--- src/rtl/spi_mem_arbiter_if.sv ---
// rtl/spi_mem_arbiter_if.sv - client request/response and spi_mem port bundle for spi_mem_arbiter
interface spi_mem_arbiter_if #(
    parameter int NUM_REQ = 2,
    parameter int ADDR_W  = 6,
    parameter int DATA_W  = 8
);
    logic [NUM_REQ-1:0]        req_valid;
    logic [NUM_REQ-1:0]        req_wr;
    logic [NUM_REQ*ADDR_W-1:0] req_addr;
    logic [NUM_REQ*DATA_W-1:0] req_wdata;
    logic [NUM_REQ-1:0]        req_ready;
    logic [NUM_REQ-1:0]        rsp_valid;
    logic [DATA_W-1:0]         rsp_rdata;
    logic                      busy;
    logic                      mem_en;
    logic                      mem_wr_en;
    logic [ADDR_W-1:0]         mem_addr;
    logic [DATA_W-1:0]         mem_wr_data;
    logic [DATA_W-1:0]         mem_rd_data;
    logic                      mem_valid;

    modport slave (
        input  req_valid, req_wr, req_addr, req_wdata, mem_rd_data, mem_valid,
        output req_ready, rsp_valid, rsp_rdata, busy,
               mem_en, mem_wr_en, mem_addr, mem_wr_data
    );

    modport master (
        output req_valid, req_wr, req_addr, req_wdata, mem_rd_data, mem_valid,
        input  req_ready, rsp_valid, rsp_rdata, busy,
               mem_en, mem_wr_en, mem_addr, mem_wr_data
    );
endinterface

--- src/rtl/spi_mem_arbiter.sv ---
// rtl/spi_mem_arbiter.sv - round-robin arbiter sharing one spi_mem port among NUM_REQ clients
// Optional macro SPI_MEM_ARB_PRIO0_EN: client 0 gets fixed top priority, others rotate over 1..NUM_REQ-1.
module spi_mem_arbiter #(
    parameter int NUM_REQ = 2,
    parameter int ADDR_W  = 6,
    parameter int DATA_W  = 8
) (
    input  logic             clk,
    input  logic             rst_n,
    spi_mem_arbiter_if.slave bus
);
    localparam int PTR_W = (NUM_REQ > 1) ? $clog2(NUM_REQ) : 1;
    localparam logic [PTR_W-1:0] LAST = PTR_W'(NUM_REQ - 1);

    typedef enum logic [1:0] {IDLE, ISSUE, RELEASE} state_t;

    state_t             state_q, state_d;
    logic [PTR_W-1:0]   ptr_q, ptr_d;
    logic [PTR_W-1:0]   owner_q, owner_d;
    logic [NUM_REQ-1:0] req_ready_q, req_ready_d;
    logic [NUM_REQ-1:0] rsp_valid_q, rsp_valid_d;
    logic [DATA_W-1:0]  rsp_rdata_q, rsp_rdata_d;
    logic               busy_q, busy_d;
    logic               mem_en_q, mem_en_d;
    logic               mem_wr_en_q, mem_wr_en_d;
    logic [ADDR_W-1:0]  mem_addr_q, mem_addr_d;
    logic [DATA_W-1:0]  mem_wr_data_q, mem_wr_data_d;

    logic               found;
    logic [PTR_W-1:0]   winner;
    logic [PTR_W-1:0]   idx_w;
    int                 idx;
    logic [PTR_W-1:0]   ptr_next;

    // Winner search: first set request at or above ptr, wrapping around.
`ifdef SPI_MEM_ARB_PRIO0_EN
    int start_i;
    always_comb begin
        found   = 1'b0;
        winner  = '0;
        idx     = 0;
        idx_w   = '0;
        start_i = (ptr_q == '0) ? 1 : int'(ptr_q);
        if (bus.req_valid[0]) begin
            found = 1'b1;
        end else begin
            for (int k = 0; k < NUM_REQ - 1; k++) begin
                idx = start_i + k;
                if (idx >= NUM_REQ) idx = idx - (NUM_REQ - 1);
                idx_w = PTR_W'(idx);
                if (!found && bus.req_valid[idx_w]) begin
                    found  = 1'b1;
                    winner = idx_w;
                end
            end
        end
    end

    // Serving client 0 does not advance the rotation of the others.
    always_comb begin
        if (owner_q == '0)        ptr_next = ptr_q;
        else if (owner_q == LAST) ptr_next = PTR_W'(1);
        else                      ptr_next = owner_q + 1'b1;
    end
`else
    always_comb begin
        found  = 1'b0;
        winner = '0;
        idx    = 0;
        idx_w  = '0;
        for (int k = 0; k < NUM_REQ; k++) begin
            idx = int'(ptr_q) + k;
            if (idx >= NUM_REQ) idx = idx - NUM_REQ;
            idx_w = PTR_W'(idx);
            if (!found && bus.req_valid[idx_w]) begin
                found  = 1'b1;
                winner = idx_w;
            end
        end
    end

    always_comb begin
        ptr_next = (owner_q == LAST) ? '0 : owner_q + 1'b1;
    end
`endif

    always_comb begin
        state_d       = state_q;
        ptr_d         = ptr_q;
        owner_d       = owner_q;
        req_ready_d   = '0;
        rsp_valid_d   = '0;
        rsp_rdata_d   = rsp_rdata_q;
        mem_en_d      = mem_en_q;
        mem_wr_en_d   = mem_wr_en_q;
        mem_addr_d    = mem_addr_q;
        mem_wr_data_d = mem_wr_data_q;
        case (state_q)
            IDLE: begin
                // A leftover mem_valid from the previous access blocks a new grant.
                if (found && !bus.mem_valid) begin
                    req_ready_d[winner] = 1'b1;
                    owner_d             = winner;
                    mem_wr_en_d         = bus.req_wr[winner];
                    mem_addr_d          = bus.req_addr[int'(winner)*ADDR_W +: ADDR_W];
                    mem_wr_data_d       = bus.req_wdata[int'(winner)*DATA_W +: DATA_W];
                    mem_en_d            = 1'b1;
                    state_d             = ISSUE;
                end
            end
            ISSUE: begin
                if (bus.mem_valid) begin
                    mem_en_d             = 1'b0;
                    rsp_valid_d[owner_q] = 1'b1;
                    if (!mem_wr_en_q) rsp_rdata_d = bus.mem_rd_data;
                    state_d              = RELEASE;
                end
            end
            RELEASE: begin
                if (!bus.mem_valid) begin
                    ptr_d   = ptr_next;
                    state_d = IDLE;
                end
            end
            default: state_d = IDLE;
        endcase
        busy_d = (state_d != IDLE);
    end

    always_ff @(posedge clk) begin
        if (!rst_n) begin
            state_q       <= IDLE;
            ptr_q         <= '0;
            owner_q       <= '0;
            req_ready_q   <= '0;
            rsp_valid_q   <= '0;
            rsp_rdata_q   <= '0;
            busy_q        <= 1'b0;
            mem_en_q      <= 1'b0;
            mem_wr_en_q   <= 1'b0;
            mem_addr_q    <= '0;
            mem_wr_data_q <= '0;
        end else begin
            state_q       <= state_d;
            ptr_q         <= ptr_d;
            owner_q       <= owner_d;
            req_ready_q   <= req_ready_d;
            rsp_valid_q   <= rsp_valid_d;
            rsp_rdata_q   <= rsp_rdata_d;
            busy_q        <= busy_d;
            mem_en_q      <= mem_en_d;
            mem_wr_en_q   <= mem_wr_en_d;
            mem_addr_q    <= mem_addr_d;
            mem_wr_data_q <= mem_wr_data_d;
        end
    end

    assign bus.req_ready   = req_ready_q;
    assign bus.rsp_valid   = rsp_valid_q;
    assign bus.rsp_rdata   = rsp_rdata_q;
    assign bus.busy        = busy_q;
    assign bus.mem_en      = mem_en_q;
    assign bus.mem_wr_en   = mem_wr_en_q;
    assign bus.mem_addr    = mem_addr_q;
    assign bus.mem_wr_data = mem_wr_data_q;
endmodule

--- src/flat_wrapper.sv ---
// flat-port wrapper written by rule: the top's interface ports become plain ports
module spi_mem_arbiter_flat 
#(
    parameter int NUM_REQ = 2,
    parameter int ADDR_W  = 6,
    parameter int DATA_W  = 8
)
  (clk, rst_n, bus_req_valid, bus_req_wr, bus_req_addr, bus_req_wdata, bus_mem_rd_data, bus_mem_valid, bus_req_ready, bus_rsp_valid, bus_rsp_rdata, bus_busy, bus_mem_en, bus_mem_wr_en, bus_mem_addr, bus_mem_wr_data);
  spi_mem_arbiter_if #(.NUM_REQ(NUM_REQ), .ADDR_W(ADDR_W), .DATA_W(DATA_W)) bus_i ();
  input  logic clk;
  input  logic rst_n;
  input wire logic [$bits(bus_i.req_valid)-1:0] bus_req_valid;
  input wire logic [$bits(bus_i.req_wr)-1:0] bus_req_wr;
  input wire logic [$bits(bus_i.req_addr)-1:0] bus_req_addr;
  input wire logic [$bits(bus_i.req_wdata)-1:0] bus_req_wdata;
  input wire logic [$bits(bus_i.mem_rd_data)-1:0] bus_mem_rd_data;
  input wire logic [$bits(bus_i.mem_valid)-1:0] bus_mem_valid;
  output wire logic [$bits(bus_i.req_ready)-1:0] bus_req_ready;
  output wire logic [$bits(bus_i.rsp_valid)-1:0] bus_rsp_valid;
  output wire logic [$bits(bus_i.rsp_rdata)-1:0] bus_rsp_rdata;
  output wire logic [$bits(bus_i.busy)-1:0] bus_busy;
  output wire logic [$bits(bus_i.mem_en)-1:0] bus_mem_en;
  output wire logic [$bits(bus_i.mem_wr_en)-1:0] bus_mem_wr_en;
  output wire logic [$bits(bus_i.mem_addr)-1:0] bus_mem_addr;
  output wire logic [$bits(bus_i.mem_wr_data)-1:0] bus_mem_wr_data;
  assign bus_i.req_valid = bus_req_valid;
  assign bus_i.req_wr = bus_req_wr;
  assign bus_i.req_addr = bus_req_addr;
  assign bus_i.req_wdata = bus_req_wdata;
  assign bus_i.mem_rd_data = bus_mem_rd_data;
  assign bus_i.mem_valid = bus_mem_valid;
  assign bus_req_ready = bus_i.req_ready;
  assign bus_rsp_valid = bus_i.rsp_valid;
  assign bus_rsp_rdata = bus_i.rsp_rdata;
  assign bus_busy = bus_i.busy;
  assign bus_mem_en = bus_i.mem_en;
  assign bus_mem_wr_en = bus_i.mem_wr_en;
  assign bus_mem_addr = bus_i.mem_addr;
  assign bus_mem_wr_data = bus_i.mem_wr_data;
  spi_mem_arbiter #(.NUM_REQ(NUM_REQ), .ADDR_W(ADDR_W), .DATA_W(DATA_W)) u_core (.clk(clk), .rst_n(rst_n), .bus(bus_i));
endmodule
--- config.mk ---
export PLATFORM = sky130hd
export DESIGN_NAME = spi_mem_arbiter_flat
export DESIGN_NICKNAME = d
export VERILOG_FILES = /design/src/rtl/spi_mem_arbiter_if.sv /design/src/rtl/spi_mem_arbiter.sv /design/src/flat_wrapper.sv
export SDC_FILE = /design/constraint.sdc
export NUM_CORES = 1
export LEC_CHECK = 0
export ABC_AREA = 1
export ABC_CLOCK_PERIOD_IN_PS = 2000
export CAP_MARGIN = 20
export CORE_MARGIN = 2
export CORE_UTILIZATION = 44
export DETAILED_ROUTE_END_ITERATION = 8
export PLACE_DENSITY = 0.84
export SETUP_SLACK_MARGIN = 0.3
export SLEW_MARGIN = 20
export SYNTH_ARGS = -nofsm -noshare
export SYNTH_HDL_FRONTEND = slang
export SYNTH_SLANG_ARGS = --single-unit
--- constraint.sdc ---
create_clock -name clk -period 2 [get_ports clk]
set_input_delay 0.3 -clock clk [delete_from_list [all_inputs] [get_ports clk]]
set_output_delay 0.3 -clock clk [all_outputs]
set_load 0.05 [all_outputs]
======== Word level (Yosys, flattened, before mapping) ========
Cells that the tools add are included.
storage, ports and cells
  bits in registers ....................... 33
  input port bits ......................... 43
  output and inout port bits .............. 29
  logic and storage cells ................. 71
operators by class
  add/sub/neg operators ................... 4
  $mul .................................... 1
  $lt $le $gt $ge ......................... 8
  equal/unequal tests ..................... 4
  shift operators ......................... 2
  multiplexer cells ....................... 24
  bitwise logic cells ..................... 2
  reduce and logical (&&, ||, !) cells .... 15
operator list
  operator             count
  $shiftx 12x32->6     1
  $mux 1               17
  $shiftx 16x5->8      1
  $reduce_and 3->1     4
  $lt 1x2->1 const B   4
  $mux 2               3
  $pmux 2 s3           1
  $logic_and 1x1->1    4
  $reduce_and 2->1     2
  $reduce_bool 2->1    2
  $mul 1x2->3 const B  1
  $add 1x1->2 const B  1
  $demux 1 s1          2
  $eq 2x1->1 const B   1
  $eq 2x2->1 const B   1
  $ge 1x1->1 const B   2
  $ge 1x2->1 const B   1
  $ge 2x2->1 const B   1
  $logic_not 1->1      2
  $logic_not 2->1      1
  $ne 2x1->1 const B   1
  $ne 2x2->1 const B   1
  $not 1->1            2
  $pmux 1 s2           1
  other kinds (2)      3

======== Longest topological paths before layout ========
  depth in word-level cells ............... 12
  mapped depth ............................ 9
  gate-level depth less buffers ........... 8

======== Worst setup path after synthesis ========
OpenSTA, ideal clock, no wires.
  path type ............................... register to register
  from .................................... register u_core.mem_wr_en_q (netlist: u_core.bus.mem_wr_en)
  to ...................................... register u_core.rsp_rdata_q[0] (netlist: u_core.bus.rsp_rdata[0])
  setup time .............................. 64 ps
  arrival ................................. 1356 ps
  required time ........................... 1936 ps
  setup slack ............................. 580 ps
  cell stages (with the launch flop) ...... 5
  path buffers ............................ 0
  period minus slack after synthesis ...... 1420 ps
  cells stage by stage .................... dfxtp_1 clkinv_1 nand3b_1 nand2_1 nor2_1
between the ends
  word-level cells in the longest chain between the ends .. 2
ends and longest elaborated chain
  item                        RTL line                text
  start: declaration          spi_mem_arbiter.sv:25   logic mem_wr_en_q, mem_wr_en_d;
  start signal: assignment    spi_mem_arbiter.sv:152  mem_wr_en_q <= mem_wr_en_d;
  $not 1->1 (no line)         -
  $reduce_and 3->1 (no line)  -
  end signal: assignment      spi_mem_arbiter.sv:149  rsp_rdata_q <= rsp_rdata_d;
  end: declaration            spi_mem_arbiter.sv:22   logic [DATA_W-1:0] rsp_rdata_q, rsp_rdata_d;
No other way between the ends.
A chain may end at the register's enable or synchronous reset.

======== Worst setup path after layout ========
  from .................................... register u_core.mem_addr_q[0] (netlist: u_core.bus.mem_addr[0])
  to ...................................... output bus_mem_addr[0]
RTL lines
  item                      RTL line                text
  start: declaration        spi_mem_arbiter.sv:26   logic [ADDR_W-1:0] mem_addr_q, mem_addr_d;
  start signal: assignment  spi_mem_arbiter.sv:153  mem_addr_q <= mem_addr_d;
  end: declaration          flat_wrapper.sv:24      output wire logic [$bits(bus_i.mem_addr)-1:0] bus_mem_addr;
No word-level cell between the ends.

==> metrics.txt <==
area share of the leading cell type in the synthesized netlist 0.4207; hold-fix buffer count after cts 0; cell leakage power between 0.001 and 0.0015 uW; drt via density 4.482; number of antenna violations at the first check in global routing 0; Synth Flop Type sky130_fd_sc_hd__dfxtp_1; critical path buffer and inverter count 1; sequential fraction of the synthesis area 0.4207; deepest clock path buffer count 2; Yosys reg bits 33; Initial Utilization 0.4633; detailed router's first-iteration violation count 69; YS warnings 0; Max transition margin 0.6529; number of rows created at floorplan 21; layout overhead on the synthesized area 47.97%; FILL cells 300; cell accounting for the most synthesized area sky130_fd_sc_hd__dfxtp_1; category of the worst setup path capture point output port; chip height around 64 microns; Max Fclk 659.9 MHz; Post-Synthesis Mean Instance Area 7.105 sq um; pin count of the biggest net entering global routing 21; net count of the mapped netlist 264; sequence of cells on the critical path dlygate4sd2_1; number of endpoints with negative hold slack in the final report 0; first-pass detailed-route iteration total 4; Critical Path AT 1220 ps; DIE WIDTH 63.74 microns; summed negative setup slack over all endpoints 0 ps; cell family with most CP delay buffers and inverters; DRC Markers 0; count of distinct cell types in the synthesized netlist 23; required time of the critical path 1700 ps; post-route minimum period between 1500 and 2000 ps; cell count after synthesis 221; overall track demand over capacity in global routing 0.1942; sum of internal, switching and leakage power 1533 uW; Clk Latency, worst-skew pair 330 ps; share of synthesized registers carrying an async set or reset 0; Nets 340; utilization after layout 0.6855; clock tree root driver cell sky130_fd_sc_hd__clkbuf_4; Post-synth EDFFs 0; power density normalized to cell area around 660 nW/um^2; actual slew at the worst max-slew pin 522.7 ps; Post-DP HPWL roughly 2800 microns; cell type of the slowest stage on the worst timing path sky130_fd_sc_hd__dlygate4sd2_1; n_diodes 0; TritonCTS Buffers 5; result of the run completed; final weighted congestion in routability-driven placement 0.8457; vias in the first global route 1422; Setup crit start kind register; crit path kind reg -> out; full die area 4063 sq um; number of clock sinks seen by CTS 33; cell with the most instances after synthesis sky130_fd_sc_hd__nand2_1; CTS H-tree depth 2; CTS tree yes; Clock Pin Slew Worst Setup and Hold Paths roughly 100 ps; wire length of the first global-routing pass 6203 microns; mapped cell area 1570 sq um; core footprint 3390 sq um; Final Hold Slack between 400 and 500 ps; maximum fanout along the worst path 2; type of the most critical hold path reg -> reg; Worst Skew ~6.4 ps; final cycle utilization of the critical path 0.7577; max-cap viol count 0; unrepaired setup endpoints after global routing no; remaining number of nets flagged by the antenna check after routing 0; highest cell delay on the worst timing path roughly 530 ps; Routed WL per cell ~11 microns; pins over their slew limit 0; layout cell share with drive strength beyond 1 0.1182; num ports a little over 70; top cells by area in the synthesized netlist sky130_fd_sc_hd__dfxtp_1 (42%), sky130_fd_sc_hd__nand2_1 (21%), sky130_fd_sc_hd__nor2_1 (7.9%); maximum vdd ir drop ~0.33 mV; final setup violating endpoints 0; overall routed net length 3635 microns; total overflow reported by the global router 0; number of vias after detailed routing 1533; top cell types by occurrence after synthesis sky130_fd_sc_hd__nand2_1 (86), sky130_fd_sc_hd__dfxtp_1 (33), sky130_fd_sc_hd__nor2_1 (33); quantity of I/O buffers inserted on ports 71
==> cells by family (layout without fill, tap and decap cells) <==
family                 after synthesis  in the layout  synth area share
and+or+nand+nor                    157            157            0.4837
AOI/OAI and AO/OA                    4              4           0.01673
DFF                                 33             33            0.4207
buffers and inverters               27            102           0.07888
==> registers in the layout (all words and copies together) (netlist names) <==
| name | count |
|---|---|
| u_core.bus.mem_wr_data | 8 |
| u_core.bus.rsp_rdata | 8 |
| u_core.bus.mem_addr | 6 |
| u_core.bus.req_ready | 2 |
| u_core.bus.rsp_valid | 2 |
| u_core.state_q | 2 |
| u_core.bus.busy | 1 |
| u_core.bus.mem_en | 1 |
| u_core.bus.mem_wr_en | 1 |
| u_core.owner_q | 1 |
| u_core.ptr_q | 1 |
==> per-layer routing <==
layer / global-route usage / share of wire
met5: 0 / 0
met4: 0.05707 / 0.012
met3: 0.04225 / 0.050
met2: 0.3171 / 0.47
met1: 0.2577 / 0.47
==> area by class of cell <==
cell class              instances  area (sq um)  share of cell area
multi-input cells             161         785.8              0.3382
clock buffers                   5         37.54             0.01616
inverters                      23         91.34             0.03931
clock inverters                 1         5.005            0.002154
flip-flops and latches         33         660.6              0.2843
well taps                      46         57.56             0.02477
repair buffers                 73         685.7              0.2951
==> path summary, 6_finish.rpt <==
path / start / end / slack [ps] / cells past startpoint
worst max-delay path: u_core.bus.mem_addr[0] / bus_mem_addr[0] / 480 / 1
worst min-delay path: u_core.owner_q / u_core.bus.rsp_valid[0] / 450 / 1
worst max register to register: u_core.state_q[0] / u_core.bus.rsp_rdata[7] / 880 / 5
worst min register to register: u_core.owner_q / u_core.bus.rsp_valid[0] / 450 / 1
==> placed cells by master (no fill, tap or decap), drive strengths merged <==
master,n
nand2,93
nor2,45
clkdlybuf4s50,42
dfxtp,33
dlygate4sd2,28
inv,22
nand3,9
nand3b,8
clkbuf,6
nor3,2
buf,2
clkinv,2
o21ai,2
o211ai,1
a21oi,1
==> report_power, final <==
group	switching, uW	internal (uW)	leakage, uW
Combinational	294	173	0.000892
Clock	216	122	0.0000269
Sequential	25.9	701	0.000270
==> what timing repair did <==
action | 4_1_cts | 5_1_grt
gates cloned | 0 | 0
setup buffers | 0 | 0
setup endpoints to repair | 29 | 1
resized for setup | 29 | 2
==> metrics by stage <==
| step | cells | area, sq um | setup WS (ps) |
|---|---|---|---|
| 2_1_floorplan | 221 | 1570 | 580.0 |
| 3_3_place_gp | 336 | 2321 | 340.3 |
| 3_5_place_dp | 336 | 2321 | 281.5 |
| 4_1_cts | 342 | 2327 | 325.7 |
| 5_1_grt | 342 | 2323 | 426.2 |
| 6_report | 342 | 2323 | 484.6 |
(Power assumes the default switching activity.)
